### src/rtl/baud_tick_generator_pkg.sv
`default_nettype none
// ============================================================================
// baud_tick_generator_pkg: shared constants and reset-divisor helper. Rev 1.0
// ============================================================================
package baud_tick_generator_pkg;

    localparam int unsigned OVERSAMPLING_8  = 8;
    localparam int unsigned OVERSAMPLING_16 = 16;

    // Rounded fixed-point clk cycles per rx tick, FRAC_BITS fractional bits.
    function automatic longint unsigned calc_default_divisor(
        input longint unsigned clock_rate,
        input longint unsigned baud_rate,
        input longint unsigned oversampling,
        input longint unsigned frac_bits
    );
        longint unsigned num;
        longint unsigned den;
        num = clock_rate << frac_bits;
        den = baud_rate * oversampling;
        return (num + (den >> 1)) / den;
    endfunction

endpackage
`default_nettype wire

### src/rtl/baud_frac_divider.sv
`default_nettype none
// ============================================================================
// baud_frac_divider: fractional I.F down-counter with tick phase. Rev 1.0
// ============================================================================
module baud_frac_divider
    import baud_tick_generator_pkg::*;
#(
    parameter int unsigned                       INT_BITS        = 16,
    parameter int unsigned                       FRAC_BITS       = 8,
    parameter int unsigned                       PHASES          = OVERSAMPLING_16,
    parameter logic [INT_BITS+FRAC_BITS-1:0]     DEFAULT_DIVISOR = '0
) (
    input  logic                                 clk_i,
    input  logic                                 rst_ni,
    input  logic                                 run_i,
    input  logic                                 resync_i,
    input  logic [INT_BITS+FRAC_BITS-1:0]        new_div_i,
    input  logic                                 new_valid_i,
    output logic                                 adopt_o,
    output logic                                 tick_o,
    output logic [$clog2(PHASES)-1:0]            phase_o
);

    localparam int unsigned DIV_W   = INT_BITS + FRAC_BITS;
    localparam int unsigned PHASE_W = $clog2(PHASES);
    localparam logic [PHASE_W-1:0] LAST_PHASE = PHASE_W'(PHASES - 1);

    logic [DIV_W-1:0]     div_q, div_d, div_use;
    logic [INT_BITS-1:0]  cnt_q, cnt_d, int_use;
    logic [FRAC_BITS-1:0] acc_q, acc_d, frac_use, acc_sum;
    logic [PHASE_W-1:0]   phase_q, phase_d;
    logic                 carry;
    logic                 tick;

    always_comb begin
        tick     = run_i && !resync_i && (cnt_q == '0);
        adopt_o  = new_valid_i && (!run_i || tick);
        // A pending divisor takes effect in the very reload that adopts it.
        div_use  = adopt_o ? new_div_i : div_q;
        int_use  = div_use[DIV_W-1:FRAC_BITS];
        frac_use = div_use[FRAC_BITS-1:0];
        {carry, acc_sum} = {1'b0, acc_q} + {1'b0, frac_use};

        div_d   = div_use;
        cnt_d   = cnt_q - INT_BITS'(1);
        acc_d   = acc_q;
        phase_d = phase_q;

        if (!run_i) begin
            cnt_d   = int_use - INT_BITS'(1);
            acc_d   = '0;
            phase_d = '0;
        end else if (resync_i) begin
            cnt_d   = (int_use >> 1) - INT_BITS'(1);
            acc_d   = '0;
            phase_d = '0;
        end else if (tick) begin
            cnt_d   = int_use - INT_BITS'(1) + INT_BITS'(carry);
            acc_d   = acc_sum;
            phase_d = (phase_q == LAST_PHASE) ? '0 : phase_q + PHASE_W'(1);
        end
    end

    always_ff @(posedge clk_i or negedge rst_ni) begin
        if (!rst_ni) begin
            div_q   <= DEFAULT_DIVISOR;
            cnt_q   <= '0;
            acc_q   <= '0;
            phase_q <= '0;
        end else begin
            div_q   <= div_d;
            cnt_q   <= cnt_d;
            acc_q   <= acc_d;
            phase_q <= phase_d;
        end
    end

    assign tick_o  = tick;
    assign phase_o = phase_q;

endmodule
`default_nettype wire

### src/rtl/baud_tick_generator.sv
`default_nettype none
// ============================================================================
// baud_tick_generator: rx oversampling and tx bit-rate tick enables. Rev 1.0
// ============================================================================
module baud_tick_generator
    import baud_tick_generator_pkg::*;
#(
    parameter int unsigned CLOCK_RATE   = 100_000_000,
    parameter int unsigned BAUD_RATE    = 115_200,
    parameter int unsigned OVERSAMPLING = 16,
    parameter int unsigned INT_BITS     = 16,
    parameter int unsigned FRAC_BITS    = 8
) (
    input  logic                              clk,
    input  logic                              rstN,
    input  logic                              enable,
    input  logic                              cfgValid,
    output logic                              cfgReady,
    input  logic [INT_BITS+FRAC_BITS-1:0]     cfgDivisor,
    output logic                              cfgError,
    input  logic                              rxResync,
    output logic                              rxTick,
    output logic [$clog2(OVERSAMPLING)-1:0]   rxPhase,
    output logic                              txTick
);

    localparam int unsigned DIV_W   = INT_BITS + FRAC_BITS;
    localparam int unsigned PHASE_W = $clog2(OVERSAMPLING);
    localparam bit          OVS_LEGAL = (OVERSAMPLING == OVERSAMPLING_8) ||
                                        (OVERSAMPLING == OVERSAMPLING_16);
    localparam int unsigned PHASES  = OVS_LEGAL ? OVERSAMPLING : OVERSAMPLING_16;
    localparam logic [DIV_W-1:0] DEFAULT_DIVISOR = DIV_W'(calc_default_divisor(
        64'(CLOCK_RATE), 64'(BAUD_RATE), 64'(OVERSAMPLING), 64'(FRAC_BITS)));

    logic [DIV_W-1:0]   shadow_q, shadow_d;
    logic               pend_rx_q, pend_rx_d;
    logic               pend_tx_q, pend_tx_d;
    logic               err_q, err_d;
    logic               en_q;
    logic               run;
    logic               accept;
    logic               illegal;
    logic               rx_adopt, tx_adopt;
    logic               tx_tick;
    logic [PHASE_W-1:0] tx_phase;

    // Dividers start one cycle after enable is sampled so the first tick
    // lands exactly I cycles after enable rises, and never during reset.
    assign run      = enable && en_q;
    assign cfgReady = !pend_rx_q && !pend_tx_q;
    assign accept   = cfgValid && cfgReady;
    assign illegal  = cfgDivisor[DIV_W-1:FRAC_BITS] < INT_BITS'(2);

    always_comb begin
        shadow_d  = shadow_q;
        pend_rx_d = pend_rx_q && !rx_adopt;
        pend_tx_d = pend_tx_q && !tx_adopt;
        err_d     = accept && illegal;
        if (accept && !illegal) begin
            shadow_d  = cfgDivisor;
            pend_rx_d = 1'b1;
            pend_tx_d = 1'b1;
        end
    end

    always_ff @(posedge clk or negedge rstN) begin
        if (!rstN) begin
            shadow_q  <= DEFAULT_DIVISOR;
            pend_rx_q <= 1'b0;
            pend_tx_q <= 1'b0;
            err_q     <= 1'b0;
            en_q      <= 1'b0;
        end else begin
            shadow_q  <= shadow_d;
            pend_rx_q <= pend_rx_d;
            pend_tx_q <= pend_tx_d;
            err_q     <= err_d;
            en_q      <= enable;
        end
    end

    baud_frac_divider #(
        .INT_BITS        (INT_BITS),
        .FRAC_BITS       (FRAC_BITS),
        .PHASES          (PHASES),
        .DEFAULT_DIVISOR (DEFAULT_DIVISOR)
    ) u_rx_div (
        .clk_i       (clk),
        .rst_ni      (rstN),
        .run_i       (run),
        .resync_i    (rxResync),
        .new_div_i   (shadow_q),
        .new_valid_i (pend_rx_q),
        .adopt_o     (rx_adopt),
        .tick_o      (rxTick),
        .phase_o     (rxPhase)
    );

    baud_frac_divider #(
        .INT_BITS        (INT_BITS),
        .FRAC_BITS       (FRAC_BITS),
        .PHASES          (PHASES),
        .DEFAULT_DIVISOR (DEFAULT_DIVISOR)
    ) u_tx_div (
        .clk_i       (clk),
        .rst_ni      (rstN),
        .run_i       (run),
        .resync_i    (1'b0),
        .new_div_i   (shadow_q),
        .new_valid_i (pend_tx_q),
        .adopt_o     (tx_adopt),
        .tick_o      (tx_tick),
        .phase_o     (tx_phase)
    );

    assign txTick   = tx_tick && (tx_phase == PHASE_W'(OVERSAMPLING - 1));
    assign cfgError = err_q;

endmodule
`default_nettype wire
### config.mk
export PLATFORM = sky130hd
export DESIGN_NAME = baud_tick_generator
export DESIGN_NICKNAME = d
export VERILOG_FILES = /design/src/rtl/baud_tick_generator_pkg.sv /design/src/rtl/baud_frac_divider.sv /design/src/rtl/baud_tick_generator.sv
export SDC_FILE = /design/constraint.sdc
export NUM_CORES = 1
export LEC_CHECK = 0
export ABC_AREA = 1
export CORE_MARGIN = 5
export CORE_UTILIZATION = 30
export CTS_CLUSTER_DIAMETER = 200
export CTS_CLUSTER_SIZE = 40
export DETAILED_ROUTE_END_ITERATION = 16
export GPL_TIMING_DRIVEN = 1
export MAX_ROUTING_LAYER = met4
export PLACE_DENSITY = 0.49
export SETUP_SLACK_MARGIN = 0.1
export SYNTH_ARGS = -nofsm -noshare
export SYNTH_HDL_FRONTEND = slang
export SYNTH_SLANG_ARGS = --single-unit
### constraint.sdc
create_clock -name clk -period 5.2 [get_ports clk]
set_clock_uncertainty 0.1 [all_clocks]
set_input_delay 0.78 -clock clk [delete_from_list [all_inputs] [get_ports clk]]
set_output_delay 0.78 -clock clk [all_outputs]
set_load 0.03 [all_outputs]
==> flow_summary_export.csv, run 1 <==
group,metric,value,unit
synth,syn-num-nets,1245,
sta,fin_crit_sh,87.79,%
placed_design,placed_area,9593,um^2
critical_path,critPathLaunchType,"register",
route,drtIter0Drc,412,
clock_tree,cts_buffer_depth,2,
route,met2_wirelength,11.00,mm
worst_hold_path,hold_class,"input port to async pin",
sta,rsz0062_at_grt,"false",
placed_design,dp_hpwl,17.59,mm
clock_tree,path_clk_slew,60,ps
placed_design,dp_cells,1601,
sta,hold_viol,0,
floorplan,pin_count,37,
route,drc,0,
floorplan,coreArea,28700,um^2
critical_path,cp_common_cell,"nor2_1",
pwr,p_total,0.005063,W
synth,synth_xor_area_share,4.186,%
synth,synth_seq_area_share,38.11,%
synth,synthArstFlopShare,100.0,%
route,ant_nets,0,
placed_design,numPortBuffers,36,
synth,ys_warn_count,0,
critical_path,worst_path_max_delay_cell,"dfrtp_1",
route,wl_met3,559,um
synth,synth-simple-area-share,31.33,%
final_layout,layout.cells.non_filler,1633,
route,wl_met1,11.52,mm
final_layout,diodes,0,
synth,synthTopCellsByArea,"dfrtp_1 (33%), nand2_1 (12%), inv_1 (6.8%), dfstp_2 (5.4%), nor2_1 (5.4%)",
clock_tree,clkSinkCount,132,
route,wl_per_cell,14.27,um
sta,final_max_slew_viol_count,0,
critical_path,slowest_delay,380,ps
floorplan,row_count,62,
global_route,grt_max_degree,96,
global_route,antenna_found_initial,0,
synth,netlist_top_cells_count,"nand2_1 (284), inv_1 (159), nor2_1 (126)",
sta,clock.fmax,0.2191,GHz
clock_tree,cts-htree-levels,4,
route,top_layer,"met4",
route,vias_per_cell,4.596,
sta,holdWs,342.0,ps
final_layout,syn_to_final_growth,17.46,%
outcome,status,"finished, final reports clean",
synth,synth-adder-area-share,4.473,%
synth,yosysTopAreaCell,"dfrtp_1",
synth,synth.top_cell.area_share,32.69,%
clock_tree,numCtsBuffers,17,
floorplan,die_w,180.6,um
floorplan,die-area,32600,um^2
synth,synth_top_family_by_area,"simple AND/OR/NAND/NOR gates",
critical_path,path_class,"register to register",
synth,synth_seq_cells,132,
sta,tightest_slew,955.8,ps
pwr,p_per_area,493.9,nW/um^2
sta,finalCriticalPeriod,4565,ps
critical_path,crit_arrival,4810,ps
final_layout,fin_area,10250,um^2
critical_path,crit_path_end_kind,"register",
synth,synth_edf_count,0,
synth,synth-compound-area-share,12.27,%
route,wl,23.30,mm
sta,slew_headroom,36.28,%
global_route,grt_pass1_vias,7183,
floorplan,initial_core_util,30.41,%
route,drtPass1Iterations,4,
synth,avgSynthCellArea,7.358,um^2
critical_path,cp_max_fo,6,
critical_path,critPathRequiredTime,5450,ps
clock_tree,clock_latency,420,ps
synth,syn_area,8727,um^2
synth,yosysMostFrequentCell,"nand2_1",
clock_tree,root_buffer,"clkbuf_16",
clock_tree,tritoncts,"yes",
sta,setup_viol,0,
final_layout,drive_gt1_share,13.37,%
pwr,ir_drop,0.1872,mV
run,drv_cap,0,
final_layout,fin_nets,1295,
global_route,grt_pass1_wl,37.96,mm
synth,postSynthCellCount,1186,
synth,synthFlopType,"dfrtp_1",
synth,synthMuxAreaShare,0.6452,%
floorplan,die_h,180.6,um
synth,synth.distinct_cells,56,
global_route,grt_usage,14.65,%
global_route,overflow,0,
placed_design,place_congestion,0.8418,
pwr,p_leak,4.810,nW
route,num_vias,7505,
## timing repair
action / in CTS / in global routing
setup buffers: 0 / 0
hold buffers: 0 / 0
gates resized for setup: 0 / 5
endpoints found under the setup margin: 0 / 10
## layout make-up
| class | count | area (um^2) |
|---|---|---|
| repair buffers | 60 | 541.8 |
| clock inverters | 12 | 203.9 |
| flip-flops and latches | 132 | 3326 |
| well taps | 384 | 480.5 |
| multi-input cells | 859 | 4629 |
| clock buffers | 20 | 446.7 |
| inverters | 166 | 623.1 |
| fillers | 3023 | 18450 |
## layer usage
layer | vias up | global-route usage (%)
met1 | 3462 | 19.44
met4 | 0 | 2.995
met2 | 100 | 23.85
met5 | - | -
met3 | 19 | 2.362
li1 | 3924 | -
## critical path: cells and delay by family (launching register included)
family	cells	cell delay [ps]
compound gates	6	960
buf+inv	3	220
flops	1	380
fa+ha+maj	5	940
simple gates	16	1870
## layout by cell type, fill, tap and decap left out, types with 16 or more instances in the layout
| master | n |
|---|---|
| a21oi_1 | 51 |
| buf_4 | 24 |
| clkbuf_16 | 17 |
| clkdlybuf4s50_1 | 35 |
| dfrtp_1 | 114 |
| dfstp_2 | 18 |
| ha_1 | 28 |
| inv_1 | 158 |
| nand2_1 | 283 |
| nand2_2 | 23 |
| nand3_1 | 80 |
| nand4_1 | 16 |
| nor2_1 | 126 |
| nor2_2 | 22 |
| nor3_1 | 19 |
| o21ai_0 | 61 |
| o21ai_1 | 16 |
| xor2_1 | 23 |
## flip-flops by register name (all words and copies together) (netlist names)
name and flops:
u_tx_div.phase_o 4, u_tx_div.div_q 24, pend_tx_q 1, u_tx_div.acc_q 8, pend_rx_q 1, u_rx_div.cnt_q 16, u_tx_div.cnt_q 16, u_rx_div.acc_q 8
cfgError 1, u_rx_div.div_q 24, shadow_q 24, u_rx_div.phase_o 4, en_q 1
## power breakdown
group / switching [W] / internal [W]
registers: 0.000208 / 0.00144
logic: 0.00138 / 0.000685
clock network: 0.000484 / 0.000866
## logic make-up after synthesis
logic type | Yosys count
AND/OR/NAND/NOR | 604
buffers and inverters | 195
AO/OA/AOI/OAI | 180
flip-flops | 132
XOR/XNOR | 40
adder cells (fa/ha/maj) | 30
multiplexers | 5
## through the flow
stage / util [%] / setup TNS (ps) / setup slack [ps]
floorplan: - / 0 / 213.6
global placement: 33.42 / 0 / 77.12
detailed placement: 33.42 / -84.17 / -41.48
CTS: 35.69 / 0 / 402.9
global route: 35.71 / 0 / 157.9
finish: 35.71 / 0 / 634.9
## path summary, 6_finish.rpt
check	startpoint	end	slack [ps]	depth (start not counted)
worst max-delay path	u_tx_div.cnt_q[0]	u_tx_div.cnt_q[12]	630	30
worst min-delay path	rstN	u_tx_div.acc_q[4]	340	1
worst max register to register	u_tx_div.cnt_q[0]	u_tx_div.cnt_q[12]	630	30
worst min register to register	u_tx_div.acc_q[3]	u_tx_div.acc_q[3]	390	2
max in group asynchronous	rstN	u_tx_div.div_q[12]	3470	2
min in group clk	u_tx_div.acc_q[3]	u_tx_div.acc_q[3]	390	2
Power figures use the tool's default switching activity.
==> run 2, diff against run 1 <==
- CORE_ASPECT_RATIO: unset -> 0.75
- SKIP_LAST_GASP: unset -> 1
==> flow_summary_export.csv, run 2 (synthesized netlist as in run 1, its figures left out) <==
group,metric,value,unit
outcome,status,"finished, final reports clean",
pwr,p_leak,4.819,nW
critical_path,crit_arrival,4810,ps
floorplan,die_h,157.7,um
critical_path,r2r_start,"u_tx_div.cnt_q[0]",
placed_design,dp_hpwl,18.42,mm
sta,fin_crit_sh,87.83,%
critical_path,critical_path.startpoint,"enable",
global_route,grt_usage,15.67,%
floorplan,initial_core_util,30.18,%
critical_path,cp_common_cell,"nor2_1",
route,wl_per_cell,14.71,um
global_route,grt_pass1_vias,7263,
clock_tree,clkSinkCount,132,
run,drv_cap,0,
sta,hold_viol,0,
critical_path,crit_family,"simple AND/OR/NAND/NOR gates",
sta,tightest_slew,1046,ps
critical_path,slowest_delay,430,ps
worst_hold_path,hold_class,"input port to async pin",
final_layout,reg_top3,"shadow_q (24), u_rx_div.div_q (24), u_tx_div.div_q (24)",
critical_path,crit_path_end_kind,"register",
sta,final_max_slew_viol_count,0,
sta,setup_viol,0,
clock_tree,tritoncts,"yes",
pwr,p_total,0.004983,W
clock_tree,cts-htree-levels,4,
route,ant_nets,0,
placed_design,placed_area,9641,um^2
placed_design,place_congestion,0.8794,
final_layout,drive_gt1_share,13.48,%
pwr,p_per_area,486.1,nW/um^2
critical_path,r2r_slack,660,ps
sta,rsz0062_at_grt,"false",
sta,finalCriticalPeriod,4567,ps
floorplan,die-area,32640,um^2
floorplan,pin_count,37,
clock_tree,hold_buffers,0,
global_route,grt_max_degree,59,
critical_path,timing.critical_path.buf_inv,5,
route,drtPass1Iterations,6,
route,drtIter0Drc,583,
clock_tree,numCtsBuffers,17,
global_route,antenna_found_initial,1,
final_layout,fin_nets,1300,
clock_tree,root_buffer,"clkbuf_16",
critical_path,path_class,"input port to register",
final_layout,layout_commonest_cell,"nand2_1",
floorplan,coreArea,28920,um^2
global_route,grt_pass1_wl,39.13,mm
critical_path,worst_path_max_delay_cell,"clkdlybuf4s50_1",
critical_path,critPathLaunchType,"input port",
final_layout,final_cell_mix,"nand2_1 (283), inv_1 (159), nor2_1 (125), dfrtp_1 (114), nand3_1 (80)",
placed_design,numPortBuffers,36,
route,vias_per_cell,4.619,
clock_tree,cts_buffer_depth,2,
final_layout,syn_to_final_growth,17.45,%
critical_path,critPathRequiredTime,5450,ps
route,num_vias,7608,
sta,clock.fmax,0.2190,GHz
pwr,ir_drop,0.2507,mV
clock_tree,clock_latency,430,ps
final_layout,fin_util,35.44,%
route,wl,24.23,mm
floorplan,row_count,54,
sta,slew_headroom,29.59,%
floorplan,die_w,206.9,um
clock_tree,path_clk_slew,60,ps
sta,fin_setup_tns,0,ps
critical_path,cp_max_fo,8,
route,drc,0,
global_route,overflow,0,
final_layout,fin_area,10250,um^2
sta,holdWs,224.6,ps
run 2: changes by cell type in the layout (fill, tap and decap cells not counted), sizes merged:
cell	delta
clkbuf	+6
bufinv	-2
clkinvlp	-3
buf	+5
diode	+1
inv	-1
run 2: stage by stage:
stage	setup slack [ps]	cells
after detailed placement	45.68	1614
after global placement	71.31	1614
after global routing	113.6	1647
after CTS	459.5	1646
after floorplan	213.6	1186
final	633.0	1647
run 2: power breakdown:
| group | internal [W] | leakage (nW) | switching, W |
|---|---|---|---|
| Sequential | 0.00144 | 1.54 | 0.000213 |
| Combinational | 0.000692 | 2.98 | 0.00138 |
| Clock | 0.000791 | 0.292 | 0.000469 |
| Total | 0.00292 | 4.82 | 0.00206 |
run 2: layout make-up:
type	instances	area [um^2]
clock buffer	26	489.2
fill	3115	18670
antenna	1	2.502
clock inverter	6	105.1
inverter	166	623.1
tap	392	490.5
multi-input combinational	859	4634
sequential	132	3326
timing repair buffer	65	579.3
run 2: path summary, 6_finish.rpt:
kind                                            end  cells after the start
max in group asynchronous              shadow_q[15]                      2
worst max register to register   u_tx_div.cnt_q[12]                     31
worst max-delay path             u_tx_div.cnt_q[12]                     30
worst min-delay path            u_rx_div.phase_o[3]                      1
worst min register to register    u_tx_div.acc_q[5]                      2
min in group clk                  u_tx_div.acc_q[5]                      2
run 2: repair_timing:
action	4_1_cts	5_1_grt
resized for setup	0	7
endpoints found under the setup margin	0	13
buffers inserted	0	0
run 2: per-layer routing:
metal	track usage, %	up-vias	wire, um
li1	-	3931	-
met1	23.80	3510	13180
met2	21.09	153	9644
met3	3.420	14	1200
met4	3.492	0	211
met5	-	-	0
==> run 3, diff against run 2 <==
- HOLD_SLACK_MARGIN: unset -> 0.1
- RECOVER_POWER: unset -> 100
==> flow_summary_export.csv, run 3 (synthesized netlist as in run 1, its figures left out) <==
group,metric,value,unit
outcome,status,"finished with violations",
outcome,violations,"max-capacitance violations, max-slew violations",
critical_path,cp_max_fo,11,
critical_path,crit_path_end_kind,"register",
clock_tree,tritoncts,"yes",
sta,layout_setup_ws,606.5,ps
placed_design,dp_hpwl,18.42,mm
final_layout,syn_to_final_growth,16.10,%
clock_tree,path_clk_slew,60,ps
sta,fin_setup_tns,0,ps
route,wl,24.26,mm
sta,final_max_slew_viol_count,59,
clock_tree,cts-htree-levels,4,
worst_hold_path,hold_class,"register to register",
final_layout,drive_gt1_share,11.40,%
clock_tree,root_buffer,"clkbuf_16",
global_route,grt_pass1_vias,7263,
sta,rsz0062_at_grt,"false",
route,num_vias,7628,
final_layout,reg_top3,"shadow_q (24), u_rx_div.div_q (24), u_tx_div.div_q (24)",
clock_tree,clkSinkCount,132,
sta,tightest_slew,3322,ps
floorplan,row_count,54,
run,drv_cap,1,
route,vias_per_cell,4.631,
pwr,p_leak,4.797,nW
floorplan,pin_count,37,
floorplan,initial_core_util,30.18,%
placed_design,preCtsSetupSlack,45.68,ps
sta,finalCriticalPeriod,4593,ps
sta,fin_crit_sh,88.34,%
pwr,ir_drop,0.2498,mV
clock_tree,numCtsBuffers,17,
floorplan,coreArea,28920,um^2
pwr,p_total,0.004928,W
final_layout,n_fill_cell,3139,
critical_path,slowest_delay,490,ps
critical_path,critPathRequiredTime,5440,ps
placed_design,place_congestion,0.8794,
sta,clock.fmax,0.2177,GHz
route,drtPass1Iterations,5,
critical_path,crit_arrival,4840,ps
floorplan,die_h,157.7,um
global_route,grt_max_degree,59,
global_route,grt_usage,15.67,%
clock_tree,cts_buffer_depth,2,
pwr,p_per_area,486.4,nW/um^2
clock_tree,cts_setup_buffers,0,
route,ant_nets,0,
route,drc,0,
route,wl_per_cell,14.73,um
global_route,antenna_found_initial,1,
critical_path,path_class,"input port to register",
sta,slew_headroom,-121.4,%
final_layout,fin_nets,1300,
floorplan,die-area,32640,um^2
sta,hold_viol,0,
floorplan,die_w,206.9,um
global_route,overflow,0,
route,drtIter0Drc,562,
placed_design,numPortBuffers,36,
clock_tree,clock_latency,430,ps
final_layout,final_cell_mix,"nand2_1 (288), inv_1 (159), nor2_1 (127), dfrtp_1 (114), nand3_1 (82)",
sta,setup_viol,0,
critical_path,worst_path_max_delay_cell,"clkdlybuf4s50_1",
global_route,grt_pass1_wl,39.13,mm
critical_path,critPathLaunchType,"input port",
final_layout,layout_commonest_cell,"nand2_1",
[run 3: cell types whose count changed in the layout (fill, tap and decap cells not counted), sizes merged]
cell,before,now
buf,30,18
clkdlybuf4s50,35,26
dlygate4sd3,0,9
clkbuf,26,38
[run 3: power breakdown]
part / switching [W] / internal (W)
Clock: 0.000468 / 0.000791
Combinational: 0.00136 / 0.000666
Sequential: 0.000208 / 0.00144
[run 3: critical path, delay by kind of cell]
| kind | cells | cell delay [ps] |
|---|---|---|
| buffers and inverters | 4 | 870 |
| AOI/OAI and AO/OA | 6 | 860 |
| adders and majority gates | 2 | 350 |
| and+or+nand+nor | 18 | 1960 |
[run 3: per-stage QoR]
step                      instances  util (%)  hold slack (ps)  instance area (um^2)
final                          1647     35.04            397.7                 10130
after global routing           1647     35.04            426.6                 10130
after CTS                      1646     35.39            240.2                 10230
after detailed placement       1614     33.34            389.2                  9641
after global placement         1614     33.34            382.8                  9641
after floorplan                1186         -            358.1                  8727
[run 3: repair_timing]
item,4_1_cts,5_1_grt
endpoints found under the hold margin,0,0
gates resized for setup,0,7
hold buffers,0,0
setup endpoints to repair,0,13
[run 3: layer usage]
layer | vias to the layer above | GRT usage, % | wire length (um)
li1 | 3931 | - | -
met5 | - | - | 0
met1 | 3523 | 23.80 | 13150
met3 | 14 | 3.420 | 1239
met2 | 160 | 21.09 | 9666
met4 | 0 | 3.492 | 208
[run 3: cell type report]
class | count | area [um^2] | area share, %
well taps | 392 | 490.5 | 4.841
flip-flops and latches | 132 | 3326 | 32.82
repair buffers | 65 | 540.5 | 5.335
inverters | 166 | 623.1 | 6.150
clock buffers | 26 | 489.2 | 4.828
diodes | 1 | 2.502 | 0.02470
clock inverters | 6 | 105.1 | 1.037
multi-input cells | 859 | 4556 | 44.96
[run 3: worst paths after layout]
path / startpoint / endpoint / slack, ps / cells after the start
setup / recovery: enable / u_rx_div.cnt_q[15] / 610 / 30
hold / removal: shadow_q[9] / shadow_q[9] / 400 / 2
min in group asynchronous: rstN / u_rx_div.phase_o[3] / 1370 / 1
hold reg to reg: shadow_q[9] / shadow_q[9] / 400 / 2
max in group asynchronous: rstN / u_tx_div.div_q[14] / 1140 / 2
setup reg to reg: u_tx_div.cnt_q[0] / u_tx_div.cnt_q[12] / 660 / 31
